`src/rtl/button_conditioner.sv`:
```
// Purpose: synchronise, debounce and classify NBTN raw push-buttons into level, press/release and long-press strobes.
// Latency: a raw change sampled at edge k shows on btn_level and its strobe at edge k + 2 + DEBOUNCE_CYCLES.
// Backpressure: none; strobes are single-cycle pulses that the consumer must sample every cycle.
module button_conditioner #(
  parameter int NBTN            = 3,
  parameter int DEBOUNCE_CYCLES = 500000,
  parameter int HOLD_CYCLES     = 50000000,
  parameter bit ACTIVE_LOW      = 1'b0
) (
  input  logic            mclk,
  input  logic            reset,
  input  logic [NBTN-1:0] btn_raw,
  output logic [NBTN-1:0] btn_level,
  output logic [NBTN-1:0] btn_press,
  output logic [NBTN-1:0] btn_release,
  output logic [NBTN-1:0] btn_long
);

  localparam int DW = $clog2(DEBOUNCE_CYCLES);
  localparam int HW = $clog2(HOLD_CYCLES);
  localparam logic [DW-1:0] DB_LAST   = DW'(DEBOUNCE_CYCLES - 1);
  localparam logic [HW-1:0] HOLD_LAST = HW'(HOLD_CYCLES - 1);

  typedef enum logic [1:0] {
    ST_IDLE    = 2'd0,
    ST_PRESSED = 2'd1,
    ST_HELD    = 2'd2
  } state_t;

  // p = 1 always means "pressed", whatever the pin polarity
  logic [NBTN-1:0] p;
  logic [NBTN-1:0] s1;
  logic [NBTN-1:0] s2;

  assign p = btn_raw ^ {NBTN{ACTIVE_LOW}};

  // Two-flop synchroniser; only s2 is allowed to feed any logic
  always_ff @(posedge mclk or negedge reset) begin
    if (!reset) begin
      s1 <= '0;
      s2 <= '0;
    end else begin
      s1 <= p;
      s2 <= s1;
    end
  end

  for (genvar i = 0; i < NBTN; i++) begin : g_btn
    // Debounced level held next to its stability counter
    logic          deb_q;
    logic [DW-1:0] dcnt_q;

    state_t        state_q;
    state_t        state_d;
    logic [HW-1:0] hcnt_q;
    logic [HW-1:0] hcnt_d;

    logic          level_q;
    logic          level_d;
    logic          press_q;
    logic          press_d;
    logic          release_q;
    logic          release_d;
    logic          long_q;
    logic          long_d;

    // Accept a change of s2 only after it has differed from the debounced level for DEBOUNCE_CYCLES edges in a row
    always_ff @(posedge mclk or negedge reset) begin
      if (!reset) begin
        deb_q  <= 1'b0;
        dcnt_q <= '0;
      end else if (s2[i] == deb_q) begin
        dcnt_q <= '0;
      end else if (dcnt_q == DB_LAST) begin
        deb_q  <= ~deb_q;
        dcnt_q <= '0;
      end else begin
        dcnt_q <= dcnt_q + DW'(1);
      end
    end

    // FSM state, hold counter and all registered outputs
    always_ff @(posedge mclk or negedge reset) begin
      if (!reset) begin
        state_q   <= ST_IDLE;
        hcnt_q    <= '0;
        level_q   <= 1'b0;
        press_q   <= 1'b0;
        release_q <= 1'b0;
        long_q    <= 1'b0;
      end else begin
        state_q   <= state_d;
        hcnt_q    <= hcnt_d;
        level_q   <= level_d;
        press_q   <= press_d;
        release_q <= release_d;
        long_q    <= long_d;
      end
    end

    // Next state: a release always wins over a long-press that would land on the same edge
    always_comb begin
      state_d   = state_q;
      hcnt_d    = hcnt_q;
      level_d   = level_q;
      press_d   = 1'b0;
      release_d = 1'b0;
      long_d    = 1'b0;
      case (state_q)
        ST_IDLE: begin
          hcnt_d = '0;
          if (deb_q) begin
            state_d = ST_PRESSED;
            level_d = 1'b1;
            press_d = 1'b1;
          end
        end
        ST_PRESSED: begin
          if (!deb_q) begin
            state_d   = ST_IDLE;
            level_d   = 1'b0;
            release_d = 1'b1;
            hcnt_d    = '0;
          end else if (hcnt_q == HOLD_LAST) begin
            // Counter stays at its last value: no repeat, no wrap
            state_d = ST_HELD;
            long_d  = 1'b1;
          end else begin
            hcnt_d = hcnt_q + HW'(1);
          end
        end
        ST_HELD: begin
          if (!deb_q) begin
            state_d   = ST_IDLE;
            level_d   = 1'b0;
            release_d = 1'b1;
            hcnt_d    = '0;
          end
        end
        default: begin
          state_d = ST_IDLE;
          level_d = 1'b0;
          hcnt_d  = '0;
        end
      endcase
    end

    assign btn_level[i]   = level_q;
    assign btn_press[i]   = press_q;
    assign btn_release[i] = release_q;
    assign btn_long[i]    = long_q;
  end

endmodule

```
`config.mk`:
```
export PLATFORM = sky130hd
export DESIGN_NAME = button_conditioner
export DESIGN_NICKNAME = d
export VERILOG_FILES = /design/src/rtl/button_conditioner.sv
export SDC_FILE = /design/constraint.sdc
export NUM_CORES = 1
export LEC_CHECK = 0
export CAP_MARGIN = 30
export CELL_PAD_IN_SITES_DETAIL_PLACEMENT = 0
export CELL_PAD_IN_SITES_GLOBAL_PLACEMENT = 1
export CORE_ASPECT_RATIO = 0.5
export CORE_MARGIN = 2
export CORE_UTILIZATION = 45
export CTS_CLUSTER_DIAMETER = 200
export DETAILED_ROUTE_END_ITERATION = 6
export PLACE_DENSITY_LB_ADDON = 0.1
export SYNTH_ARGS = -nofsm -noshare
export SYNTH_HDL_FRONTEND = slang
export SYNTH_SLANG_ARGS = --single-unit
export TNS_END_PERCENT = 1
```
`constraint.sdc`:
```
create_clock -name mclk -period 5.6 [get_ports mclk]
set_clock_uncertainty 0.05 [all_clocks]
set_input_delay 1.12 -clock mclk [delete_from_list [all_inputs] [get_ports mclk]]
set_output_delay 1.12 -clock mclk [all_outputs]
set_load 0.1 [all_outputs]
```
---- Word-level counts from Yosys, hierarchy flattened ----
Index checks and enable logic that the tools add are counted.
Widths: inputs -> output; s select.
cells by class
  add/subtract/negate cells ............... 6
  eq/ne operators ......................... 30
  mux-type cells .......................... 63
  bitwise operators ....................... 6
  reduce and logical (&&, ||, !) cells .... 18
operators with widths
  operator               number
  $mux 26                9
  $pmux 26 s2            3
  $mux 19                6
  $add 26x1->26 const B  3
  $eq 26x26->1 const B   3
  $add 19x1->19 const B  3
  $eq 19x19->1 const B   3
  $mux 1                 27
  $mux 2                 12
  $ne 2x2->1 const B     9
  $ne 3x3->1 const B     6
  $pmux 2 s3             3
  $reduce_and 2->1       9
  $reduce_and 3->1       3
  $eq 2x1->1 const B     3
  $eq 2x2->1 const B     3
  $logic_not 2->1        3
  $not 1->1              6
  $pmux 1 s2             3
  $reduce_or 2->1        3
  $eq 1x1->1             3
storage, ports and cells
  flip-flop bits (word level) ............. 162
  input port bits ......................... 5
  output and inout port bits .............. 12
  logic and storage cells ................. 149

---- Longest topological paths before layout ----
Gate-level depths: netlist of the first run.
  depth after elaboration ................. 4
  depth in mapped cells ................... 10
  gate-level depth less buffers ........... 8

---- Least setup slack after synthesis of the first run ----
No wires, ideal clock.
  path type ............................... register -> register
  from .................................... register g_btn[1].state_q[0]
  to ...................................... register g_btn[1].hcnt_q[23]
  setup time .............................. 0.139 ns
  arrival time ............................ 1.916 ns
  required time ........................... 5.411 ns
  path slack .............................. 3.495 ns
  cell stages (with the launch flop) ...... 11
  buffers on the path ..................... 2
  period minus slack after synthesis ...... 2.105 ns
  cell sequence ........................... dfrtp_1 inv_1 ha_1 clkbuf_1 nand2_1 clkbuf_1 nand4_1 nor4_2 nand3_1 xor2_1 nor2_1
on the way
  word-level cells in the longest chain between the ends .. 3
  elaborated cells on any way between the ends .. 6
  those cells by class .................... eq/ne: 4; mux: 1; reduce/logical: 1
ends and longest elaborated chain
  what                                                       line  text
  from (decl)                                                53    state_t state_q;
  from (signal assigned)                                     92    state_q <= state_d;
  $eq 2x1->1 / $eq 2x2->1 (equally long branches)            109   case (state_q)
  $ne 3x3->1 (no line) / $ne 2x2->1 (equally long branches)  -
  $reduce_and 2->1 (no line)                                 -
  to (signal assigned)                                       93    hcnt_q <= hcnt_d;
  to (decl)                                                  55    logic [HW-1:0] hcnt_q;
Several ways; a longest one is shown, not always the timed one.
A chain may end at the register's enable or synchronous reset.

---- Worst setup path in the final report of the first run ----
  from .................................... register g_btn[2].level_q
  to ...................................... output btn_level[2]
RTL lines
  what                    line  text
  from (decl)             58    logic level_q;
  from (signal assigned)  94    level_q <= level_d;
  to (decl)               13    output logic [NBTN-1:0] btn_level,
No word-level cell between the ends.

==> impl_results.md, run 1 <==
* Status: finished, final reports clean
* Routed wl met2 at 6.966 mm
* Clk root buf: clkbuf_16
* TNS Setup at 0 ns
* CTS Sinks at approximately 160
* Startpoint types: flip-flop
* DR vias/cell at roughly 5.3
* Max capacitance violation total at 0
* Endpoint kind of the worst setup timing path: output port
* Least-Margin Pin Slew at between 0.9 and 1 ns
* Hold_buf cts at 0
* Worst path cell trace: clkdlybuf4s50_1
* CP max FO at 3
* Filler cells at ~1700
* Register area share after synthesis at ~49%
* H-Tree Depth at 4
* Post-route ant nets at 0
* Synth unique cells at between 60 and 70
* WL final at 16.09 mm
* Syn Std Cell Area at between 0.008 and 0.009 mm2
* Buffers on Ports at 16
* WHS at 0.2973 ns
* Antenna cells at 0
* Setup repair after global routing missed its margin: no
* DPL Wire Length at 10.54 mm
* Largest delay contributor family on the critical path: buffers and inverters
* EDFF count, synth at 0
* Endpoints failing hold at 0
* R2R setup slack at around 3.1 ns
* P per Cell Area at between 200 and 300 mW/mm2
* CTS clk-pin slew, worst paths at 0.07 ns
* First-pass GRT wire length at between 20 and 30 mm
* Detailed Routing Iterations Pass 1 at 4
* Core Area at ~0.018 mm2
* Share of cells above drive strength 1 at between 6 and 7%
* FF+latch area at approximately 0.0041 mm2
* Synth-to-layout area growth at 10.41%
* Endpoint, Worst Hold: s2[1]
* Post-Syn Instances at around 860
* Period utilisation layout at 55.46%
* Leak at ~0.0037 uW
* Yosys warns at 0
* Mean Syn Cell Area at between 9 and 10 um2
* Mapped Nets at 877
* Hold Path Class: flip-flop to flip-flop
* Critical path's slowest cell: clkdlybuf4s50_1
* Clk buf depth at 2
* Vias in the first global route at around 6000
* Area of the multi-input gates at roughly 0.0039 mm2
* Highest metal used: met4
* Synth area leaders: dfrtp_1 (49%), nor2_1 (6.2%), xor2_1 (5.9%)
* Post-CTS setup repair buffer count at 0
* NumNets Final at a little under 900
* GPL Wtd Cong at a little under 0.8
* Row cnt at 34
* Data arrival, critical path at 1.94 ns
* Total Routing Usage GR at between 15 and 20%
* Worst skew pair latency at approximately 0.42 ns
* Final Setup Violations at 0
* Async SR Flop Fraction at 100.0%
* DR WL/cell at approximately 15 um
* I/O pins at 17
* Final min period at between 3 and 4 ns
* Crit path largest cell delay at ~1.1 ns
* Required time worst endpoint at 4.43 ns
* Post-synth top flop: dfrtp_1
* First DRT Iteration DRCs at around 300
* # DRC at 0
* FMAX at roughly 320 MHz
* WL met1 at around 8.6 mm
* Starting Density at 46.78%
* Vias at approximately 6000
* R2R Path End: g_btn[0].hcnt_q[3]
* Hold Crit Start: s1[1]
* Slew Limit Headroom at about 35%
* Die area at around 0.020 mm2
* #FFs+latches synth at around 160
* Buffers plus inverters on the worst setup path at 1
* CTS buffer count at 17
* CTS tree: yes
* Die width at ~200 um
* R2r startpoint: g_btn[0].hcnt_q[10]
* Area leader, netlist: dfrtp_1
* Final Max Slew Viols at 0
* Metal3 WL at around 340 um
* Largest net degree at the start of global routing at roughly 100
* FF-to-FF path depth at 7
* GRT Residual Overflow at 0
* Peak VDD IR at between 0.15 and 0.2 mV
* Chip Height at between 90 and 100 um
* Critical path type: flip-flop to output port
* Share of Yosys cell area claimed by the top area cell type at between 40% and 50%
* Hold depth at 0
* Post-cts sizing count at 0
* Initial antenna violation count at 0
logic make-up after synthesis:
logic type / after synthesis / synth area share [%]
multiplexers: 10 / 1.360
AO/OA/AOI/OAI: 98 / 7.647
buffers and inverters: 60 / 3.385
flip-flops: 162 / 48.96
adder cells (fa/ha/maj): 15 / 2.267
XOR/XNOR: 102 / 10.79
AND/OR/NAND/NOR: 410 / 25.59
state kept, by name, summed over array words and instances (netlist names):
signal and flops:
g_btn.press_q 3, g_btn.dcnt_q 57, s2 3, g_btn.hcnt_q 78
g_btn.deb_q 3, s1 3, g_btn.level_q 3, g_btn.state_q 6
g_btn.release_q 3, g_btn.long_q 3
through the flow:
stage	cells	util, %	power (uW)	setup WS [ns]	instance area [um2]
CTS	1108	51.65	2374	2.475	9141
global placement	1075	48.47	1252	2.951	8577
global route	1108	51.65	2427	2.446	9141
finish	1108	51.65	2332	2.494	9141
floorplan	857	-	1220	3.495	8279
detailed placement	1076	48.49	1252	2.929	8582
cell usage after synthesis, drive strengths merged, types with 2 or more instances:
| cell | instances |
|---|---|
| dfrtp | 162 |
| nor2 | 136 |
| nand2 | 67 |
| xor2 | 56 |
| nand3 | 53 |
| xnor2 | 46 |
| o21ai | 38 |
| and3 | 26 |
| nand4 | 25 |
| inv | 23 |
| clkbuf | 21 |
| nor3 | 21 |
| a21oi | 20 |
| buf | 16 |
| ha | 15 |
| and4 | 14 |
| nor4 | 13 |
| and2 | 12 |
| nor2b | 8 |
| or3 | 8 |
| a22o | 7 |
| mux2 | 7 |
| a211oi | 4 |
| a22oi | 4 |
| a31oi | 4 |
| nor4b | 4 |
| or4b | 4 |
| a21boi | 3 |
| mux2i | 3 |
| nand2b | 3 |
| nand3b | 3 |
| o21a | 3 |
| o31ai | 3 |
| or2 | 3 |
| a221o | 2 |
| nor3b | 2 |
| nor4bb | 2 |
| o211ai | 2 |
| or3b | 2 |
| or4 | 2 |
routing by layer:
metal / track usage, % / vias to the layer above
li1: - / 2968
met4: 5.070 / 0
met5: 0 / -
met3: 3.159 / 16
met1: 26.12 / 2860
met2: 27.89 / 44
area by class of cell:
class	instances	share of cell area [%]
flip-flops and latches	162	44.35
multi-input cells	635	43.16
clock buffers	21	4.927
well taps	234	3.203
repair buffers	22	2.231
clock inverters	11	1.191
inverters	23	0.9444
power by group:
part,switching [uW],internal [uW],leakage (uW),total [uW]
Combinational,33.7,9.60,0.00123,43.3
Clock,479,626,0.000259,1100
Sequential,6.20,1180,0.00224,1180
Total,518,1810,0.00374,2330
worst max-delay path by stage:
stage	from	end	cells past startpoint
final	g_btn[2].level_q	btn_level[2]	1
after detailed placement	g_btn[1].level_q	btn_level[1]	1
after global routing	g_btn[2].level_q	btn_level[2]	1
after CTS	g_btn[2].level_q	btn_level[2]	1
after global placement	g_btn[2].level_q	btn_level[2]	1
after floorplan	g_btn[1].state_q[0]	g_btn[1].hcnt_q[23]	10
worst register-to-register path, delay by kind of cell, from the launching register on:
family | cells | cell delay (ns)
compound gates | 2 | 0.27
buf+inv | 1 | 0.28
flops | 1 | 0.43
simple gates | 4 | 1.36
placed cells by master (no fill, tap or decap), drive strengths merged, types with 4 or more instances in the layout:
master         synthesis  final
a211oi                 4      4
a21oi                 20     20
a22o                   7      7
a22oi                  4      4
a31oi                  4      4
and2                  12     12
and3                  26     26
and4                  14     14
buf                   16      7
clkbuf                21     21
clkdlybuf4s50          0     15
clkinv                 0      6
clkinvlp               0      4
dfrtp                162    162
ha                    15     15
inv                   23     23
mux2                   7      7
nand2                 67     67
nand3                 53     53
nand4                 25     25
nor2                 136    136
nor2b                  8      8
nor3                  21     21
nor4                  13     13
nor4b                  4      4
o21ai                 38     38
or3                    8      8
or4b                   4      4
xnor2                 46     46
xor2                  56     56
(Power assumes the default switching activity.)
==> run 2: changes to the inputs <==
Clock period 5.6 ns to 2.54 ns, I/O delays scaled along.
==> run 2 against run 1 <==
Against the previous run: clock power is 140% higher; utilization is 0.76 points higher; combinational power rose by 140%; critical path depth rose by 5; first-iteration DRC count rose by 13%; highest routed layer unchanged; count of clock-buffer cells in the layout decreased by 1; register-to-register slack got worse by 2.8 ns; die area unchanged; setup slack got worse by 2.2 ns.
==> impl_results.md, run 2 (synthesis gave the netlist of run 1 again) <==
* Status: finished, final reports clean (unchanged)
* Hold depth at 0 (unchanged)
* Period utilisation layout at 90.37%
* Post-cts sizing count at 0 (unchanged)
* CTS tree: yes (unchanged)
* Total Routing Usage GR at 17.92% (was 17.98%)
* GRT Residual Overflow at 0 (unchanged)
* Detailed Routing Iterations Pass 1 at 5 (was 4)
* Worst path cell trace: or4b_4 > nor4_4 > nand2_2 > a21oi_2 > nor2_1 > a221o_1 (was clkdlybuf4s50_1)
* Biggest regs: g_btn.hcnt_q: 78 flops, g_btn.dcnt_q: 57 flops, g_btn.state_q: 6 flops (unchanged)
* Die area at 0.01956 mm2 (unchanged)
* NumNets Final at 895 (was 881)
* Least-Margin Pin Slew at 0.7160 ns (was 0.9785 ns)
* DPL Wire Length at 11.08 mm (was 10.54 mm)
* Clk buf depth at 2 (unchanged)
* Starting Density at 46.78% (unchanged)
* Antenna cells at 0 (unchanged)
* Largest register FFs at 78 (unchanged)
* Data arrival, critical path at 2.55 ns (was 1.94 ns)
* FMAX at between 400 and 500 MHz
* Hold Crit Start: s1[2] (was s1[1])
* Startpoint types: flip-flop (unchanged)
* R2r startpoint: g_btn[1].hcnt_q[9] (was g_btn[0].hcnt_q[10])
* CTS clk-pin slew, worst paths at 0.07 ns (about the same)
* Worst setup path startpoint: g_btn[1].hcnt_q[9] (was g_btn[2].level_q)
* H-Tree Depth at 4 (unchanged)
* Final Max Slew Viols at 0 (unchanged)
* CTS buffer count at 17 (unchanged)
* WL final at 16.37 mm (was 16.09 mm)
* Required time worst endpoint at 2.80 ns (was 4.43 ns)
* Final min period at ~2.3 ns
* Setup repair after global routing missed its margin: no (unchanged)
* Die width at 195.8 um (unchanged)
* Max capacitance violation total at 0 (unchanged)
* Top reg by flops: g_btn.hcnt_q (unchanged)
* FF-to-FF path depth at 6 (was 7)
* Largest delay contributor family on the critical path: simple AND/OR/NAND/NOR gates (was buffers and inverters)
* R2R Path End: g_btn[1].state_q[0] (was g_btn[0].hcnt_q[3])
* Buffers plus inverters on the worst setup path at 0 (was 1)
* Peak VDD IR at 0.4417 mV (was 0.1951 mV)
* Vias in the first global route at 5848 (was 5830)
* DR vias/cell at 5.368 (was 5.314)
* Cell area after layout at 0.009275 mm2 (was 0.009141 mm2)
* Crit path largest cell delay at 0.59 ns (was 1.14 ns)
* P per Cell Area at 579.1 mW/mm2 (was 255.1 mW/mm2)
* Largest net degree at the start of global routing at 56 (was 98)
* First-pass GRT wire length at 28.39 mm (was 28.70 mm)
* Most frequent cells in the layout: dfrtp_1 (162), nor2_1 (136), nand2_1 (66) (unchanged)
* GPL Wtd Cong at 0.7894 (was 0.7878)
* Post-CTS setup repair buffer count at 0 (unchanged)
* DR WL/cell at 14.60 um (was 14.52 um)
* Critical path's slowest cell: or4b_4 (was clkdlybuf4s50_1)
* Endpoint, Worst Hold: s2[2] (was s2[1])
* First DRT Iteration DRCs at 339 (was 301)
* Commonest non-fill, non-tap cell in the layout: dfrtp_1 (unchanged)
* CP max FO at 9 (was 3)
* # DRC at 0 (unchanged)
* I/O pins at 17 (unchanged)
* Critical path type: flip-flop to flip-flop (was flip-flop to output port)
* R2R setup slack at 0.24 ns (was 3.09 ns)
* Post-route ant nets at 0 (unchanged)
* Vias at 6018 (was 5888)
* Row cnt at 34 (unchanged)
* CTS Sinks at 162 (unchanged)
* Synth-to-layout area growth at 12.03% (was 10.41%)
* Clk root buf: clkbuf_16 (unchanged)
* Worst skew pair latency at 0.43 ns (was 0.42 ns)
* Endpoint kind of the worst setup timing path: flip-flop (was output port)
* Core Area at 0.01770 mm2 (unchanged)
* Chip Height at 99.91 um (unchanged)
* Post-DP Area at 0.008665 mm2 (was 0.008582 mm2)
* Hold Path Class: flip-flop to flip-flop (unchanged)
* Endpoints failing hold at 0 (unchanged)
* Initial antenna violation count at 0 (unchanged)
* Slew Limit Headroom at 51.95% (was 34.56%)
* Buffers on Ports at 16 (unchanged)
* Final Setup Violations at 0 (unchanged)
* Leak at 0.003863 uW (was 0.003736 uW)
* TNS Setup at 0 ns (unchanged)
* Share of cells above drive strength 1 at 9.696% (was 6.979%)
-- run 2: changes by cell type in the layout (fill, tap and decap cells not counted), sizes merged --
cell	before	now
dlygate4sd3	0	1
clkdlybuf4s50	15	3
buf	7	32
clkinv	6	3
clkbuf	21	20
clkinvlp	4	2
inv	23	26
bufinv	1	3
-- run 2: worst max-delay path by stage --
stage	cells after the start	slack (ns)	endpoint
2_1_floorplan	10	0.44	g_btn[1].hcnt_q[23]
3_5_place_dp	6	0.27	g_btn[1].state_q[0]
6_report	6	0.24	g_btn[1].state_q[0]
5_1_grt	8	0.09	g_btn[1].hcnt_q[22]
4_1_cts	6	0.24	g_btn[1].state_q[0]
3_3_place_gp	8	0.24	g_btn[1].hcnt_q[22]
-- run 2: power breakdown --
group | internal [uW] | switching (uW) | total, uW
clock | 1580 | 1080 | 2660
combinational | 28.2 | 76.7 | 105
sequential | 2600 | 14.0 | 2610
-- run 2: cell type report --
cell class              count  area, um2
flip-flops and latches    162       4054
fillers                  1636       8422
clock inverters            11      153.9
repair buffers             36      296.5
well taps                 234      292.8
inverters                  23      86.33
multi-input cells         635       3945
clock buffers              20      446.7
-- run 2: metrics by stage --
stage	power, uW	cells	utilization [%]	hold slack [ns]	worst slack, ns
after floorplan	2689	857	-	0.1624	0.4351
after global placement	2768	1089	48.96	0.2865	0.2409
after detailed placement	2769	1089	48.96	0.2873	0.2668
after CTS	5443	1121	52.41	0.3029	0.2427
after global routing	5559	1121	52.41	0.3192	0.08971
final	5372	1121	52.41	0.3001	0.2445
-- run 2: metal layers --
layer  vias to the layer above  wire, um  track usage (%)
met5                         -         0                0
met4                         0       227            6.235
met3                        18       509            3.595
met2                        89      7114            27.92
met1                      2911      8521            25.17
li1                       3000         -                -
-- run 2: repair_timing --
action | CTS | global route
hold endpoints to repair | 7 | 0
hold buffers | 1 | 0
endpoints found under the setup margin | 0 | 0
==> run 3: changes to the inputs <==
Settings changed: PLACE_DENSITY set to 0.83, PLACE_DENSITY_LB_ADDON 0.1 to unset.
==> run 3 against run 2 <==
Against the previous run: sequential power hardly changed; hold slack better by 0.00067 ns; die area did not move; routed wire length is 4.2% lower; largest cell class unchanged.
==> impl_results.md, run 3 (synthesis gave the netlist of run 1 again) <==
* Vias at 6031 (was 6018)
* Worst skew pair latency at 0.42 ns (was 0.43 ns)
* # DRC at 0 (unchanged)
* FF-to-FF path depth at 6 (unchanged)
* First-pass GRT wire length at 27.97 mm (was 28.39 mm)
* GRT Residual Overflow at 0 (unchanged)
* Final Setup Violations at 0 (unchanged)
* Worst setup path startpoint: g_btn[1].hcnt_q[9] (unchanged)
* Starting Density at 46.78% (unchanged)
* CTS buffer count at 17 (unchanged)
* Setup repair after global routing missed its margin: no (unchanged)
* Commonest non-fill, non-tap cell in the layout: dfrtp_1 (unchanged)
* First DRT Iteration DRCs at 361 (was 339)
* P_sw at 1192 uW (was 1168 uW)
* Critical path type: flip-flop to flip-flop (unchanged)
* Final min period at 2.252 ns (was 2.295 ns)
* Hold Path Class: flip-flop to flip-flop (unchanged)
* Combinational share of power at 2.0% (about the same)
* CTS clk-pin slew, worst paths at 0.07 ns (about the same)
* CP max FO at 9 (unchanged)
* Biggest regs: g_btn.hcnt_q: 78 flops, g_btn.dcnt_q: 57 flops, g_btn.state_q: 6 flops (unchanged)
* Die width at 195.8 um (unchanged)
* Setup WS post-layout at 0.2879 ns (was 0.2445 ns)
* Detailed Routing Iterations Pass 1 at 4 (was 5)
* Buffers on Ports at 16 (unchanged)
* Metal3 WL at 417 um (was 509 um)
* WL final at 15.68 mm (was 16.37 mm)
* Worst setup path endpoint: g_btn[1].state_q[0] (unchanged)
* Data arrival, critical path at 2.51 ns (was 2.55 ns)
* Core Area at 0.01770 mm2 (unchanged)
* Most frequent cells in the layout: dfrtp_1 (162), nor2_1 (136), nand2_1 (66) (unchanged)
* Sw Ratio at 22.31% (was 21.74%)
* Chip Height at 99.91 um (unchanged)
* DR WL/cell at 14.01 um (was 14.60 um)
* P per Cell Area at 576.4 mW/mm2 (was 579.1 mW/mm2)
* Proportion of power drawn by the clock network at 49.2% (was 49.5%)
* Endpoint kind of the worst setup timing path: flip-flop (unchanged)
* Largest register FFs at 78 (unchanged)
* Highest metal used: met4 (unchanged)
* Peak VDD IR at 0.4520 mV (was 0.4417 mV)
* R2R Path End: g_btn[1].state_q[0] (unchanged)
* Post-CTS setup repair buffer count at 0 (unchanged)
* Clk buf depth at 2 (unchanged)
* Clk root buf: clkbuf_16 (unchanged)
* Startpoint types: flip-flop (unchanged)
* Pre-CTS WS at 0.3057 ns (was 0.2668 ns)
* DPL Wire Length at 10.51 mm (was 11.08 mm)
* Least-Margin Pin Slew at 0.6356 ns (was 0.7160 ns)
* TNS Setup at 0 ns (unchanged)
* Sequential share of power at 48.8% (was 48.6%)
* Status: finished, final reports clean (unchanged)
* Share of cells above drive strength 1 at 9.605% (was 9.696%)
* I/O pins at 17 (unchanged)
* Period utilisation layout at 88.67% (was 90.37%)
* CTS Sinks at 162 (unchanged)
* Leak at 0.003855 uW (was 0.003863 uW)
* Largest net degree at the start of global routing at 60 (was 56)
* Antenna cells at 0 (unchanged)
* CTS tree: yes (unchanged)
* Row cnt at 34 (unchanged)
* Endpoints failing hold at 0 (unchanged)
* Required time worst endpoint at 2.79 ns (was 2.80 ns)
* Slew Limit Headroom at 57.30% (was 51.95%)
* Top reg by flops: g_btn.hcnt_q (unchanged)
* Synth-to-layout area growth at 11.95% (was 12.03%)
* Max capacitance violation total at 0 (unchanged)
* GPL Wtd Cong at 0.8567 (was 0.7894)
* Initial antenna violation count at 0 (unchanged)
* Routed wl met2 at 7.269 mm (was 7.114 mm)
* DR vias/cell at 5.390 (was 5.368)
* Vias in the first global route at 5959 (was 5848)
* Post-route ant nets at 0 (unchanged)
* R2r startpoint: g_btn[1].hcnt_q[9] (unchanged)
* Total Routing Usage GR at 17.41% (was 17.92%)
* Die area at 0.01956 mm2 (unchanged)
* Pint at 4151 uW (was 4203 uW)
* R2R setup slack at 0.29 ns (was 0.24 ns)
* FMAX at 444.0 MHz (was 435.6 MHz)
* NumNets Final at 892 (was 895)
* Final Max Slew Viols at 0 (unchanged)
* H-Tree Depth at 4 (unchanged)
* WL met1 at 7.812 mm (was 8.521 mm)
## run 3: changes by cell type in the layout (fill, tap and decap cells not counted), sizes merged
| cell | delta |
|---|---|
| buf | -3 |
| inv | +2 |
| bufinv | -1 |
## run 3: metal layers
| metal | track usage (%) | vias up |
|---|---|---|
| met2 | 28.61 | 67 |
| met4 | 4.837 | 0 |
| li1 | - | 2993 |
| met1 | 23.74 | 2956 |
| met5 | 0 | - |
| met3 | 3.562 | 15 |
## run 3: how the worst min path moves through the flow
stage          slack [ns]  start                  to  depth (start not counted)
2_1_floorplan        0.16  reset  g_btn[0].dcnt_q[0]                          0
5_1_grt              0.31  s1[2]               s2[2]                          0
3_3_place_gp         0.29  s1[2]               s2[2]                          0
3_5_place_dp         0.29  s1[2]               s2[2]                          0
4_1_cts              0.30  s1[2]               s2[2]                          0
6_report             0.30  s1[2]               s2[2]                          0
## run 3: power by group through the flow
stage | combinational, uW | clock [uW] | sequential (uW)
2_1_floorplan | 33.2 | 0 | 2660
3_3_place_gp | 107 | 0 | 2660
3_5_place_dp | 109 | 0 | 2660
4_1_cts | 111 | 2690 | 2610
5_1_grt | 123 | 2810 | 2610
6_report | 105 | 2630 | 2610
## run 3: repair_timing
action | 4_1_cts | 5_1_grt
hold buffers | 1 | 0
endpoints found under the hold margin | 23 | 0
endpoints found under the setup margin | 0 | 0
gates resized for setup | 0 | 0
## run 3: through the flow
stage               std cells  hold WS [ns]  total power, uW  instance area, um2  utilization (%)
finish                   1119        0.3007             5343                9269            52.38
CTS                      1119        0.3038             5413                9269            52.38
global placement         1086        0.2853             2764                8655            48.90
global route             1119        0.3137             5540                9269            52.38
floorplan                 857        0.1624             2689                8279                -
detailed placement       1086        0.2878             2767                8655            48.90
## run 3: worst max-delay path: stages, from the launching register on
cell     delay [ns]
dfrtp_1        0.49
or4b_4         0.60
nor4_4         0.30
nand2_2        0.18
a21oi_2        0.20
nor2_1         0.06
a221o_1        0.26
## run 3: area by class of cell
class | count | area, um2
Multi-Input combinational cell | 635 | 3945
Inverter | 23 | 86.33
Fill cell | 1616 | 8428
Sequential cell | 162 | 4054
Clock inverter | 12 | 147.6
Tap cell | 234 | 292.8
Timing Repair Buffer | 33 | 286.5
Clock buffer | 20 | 456.7
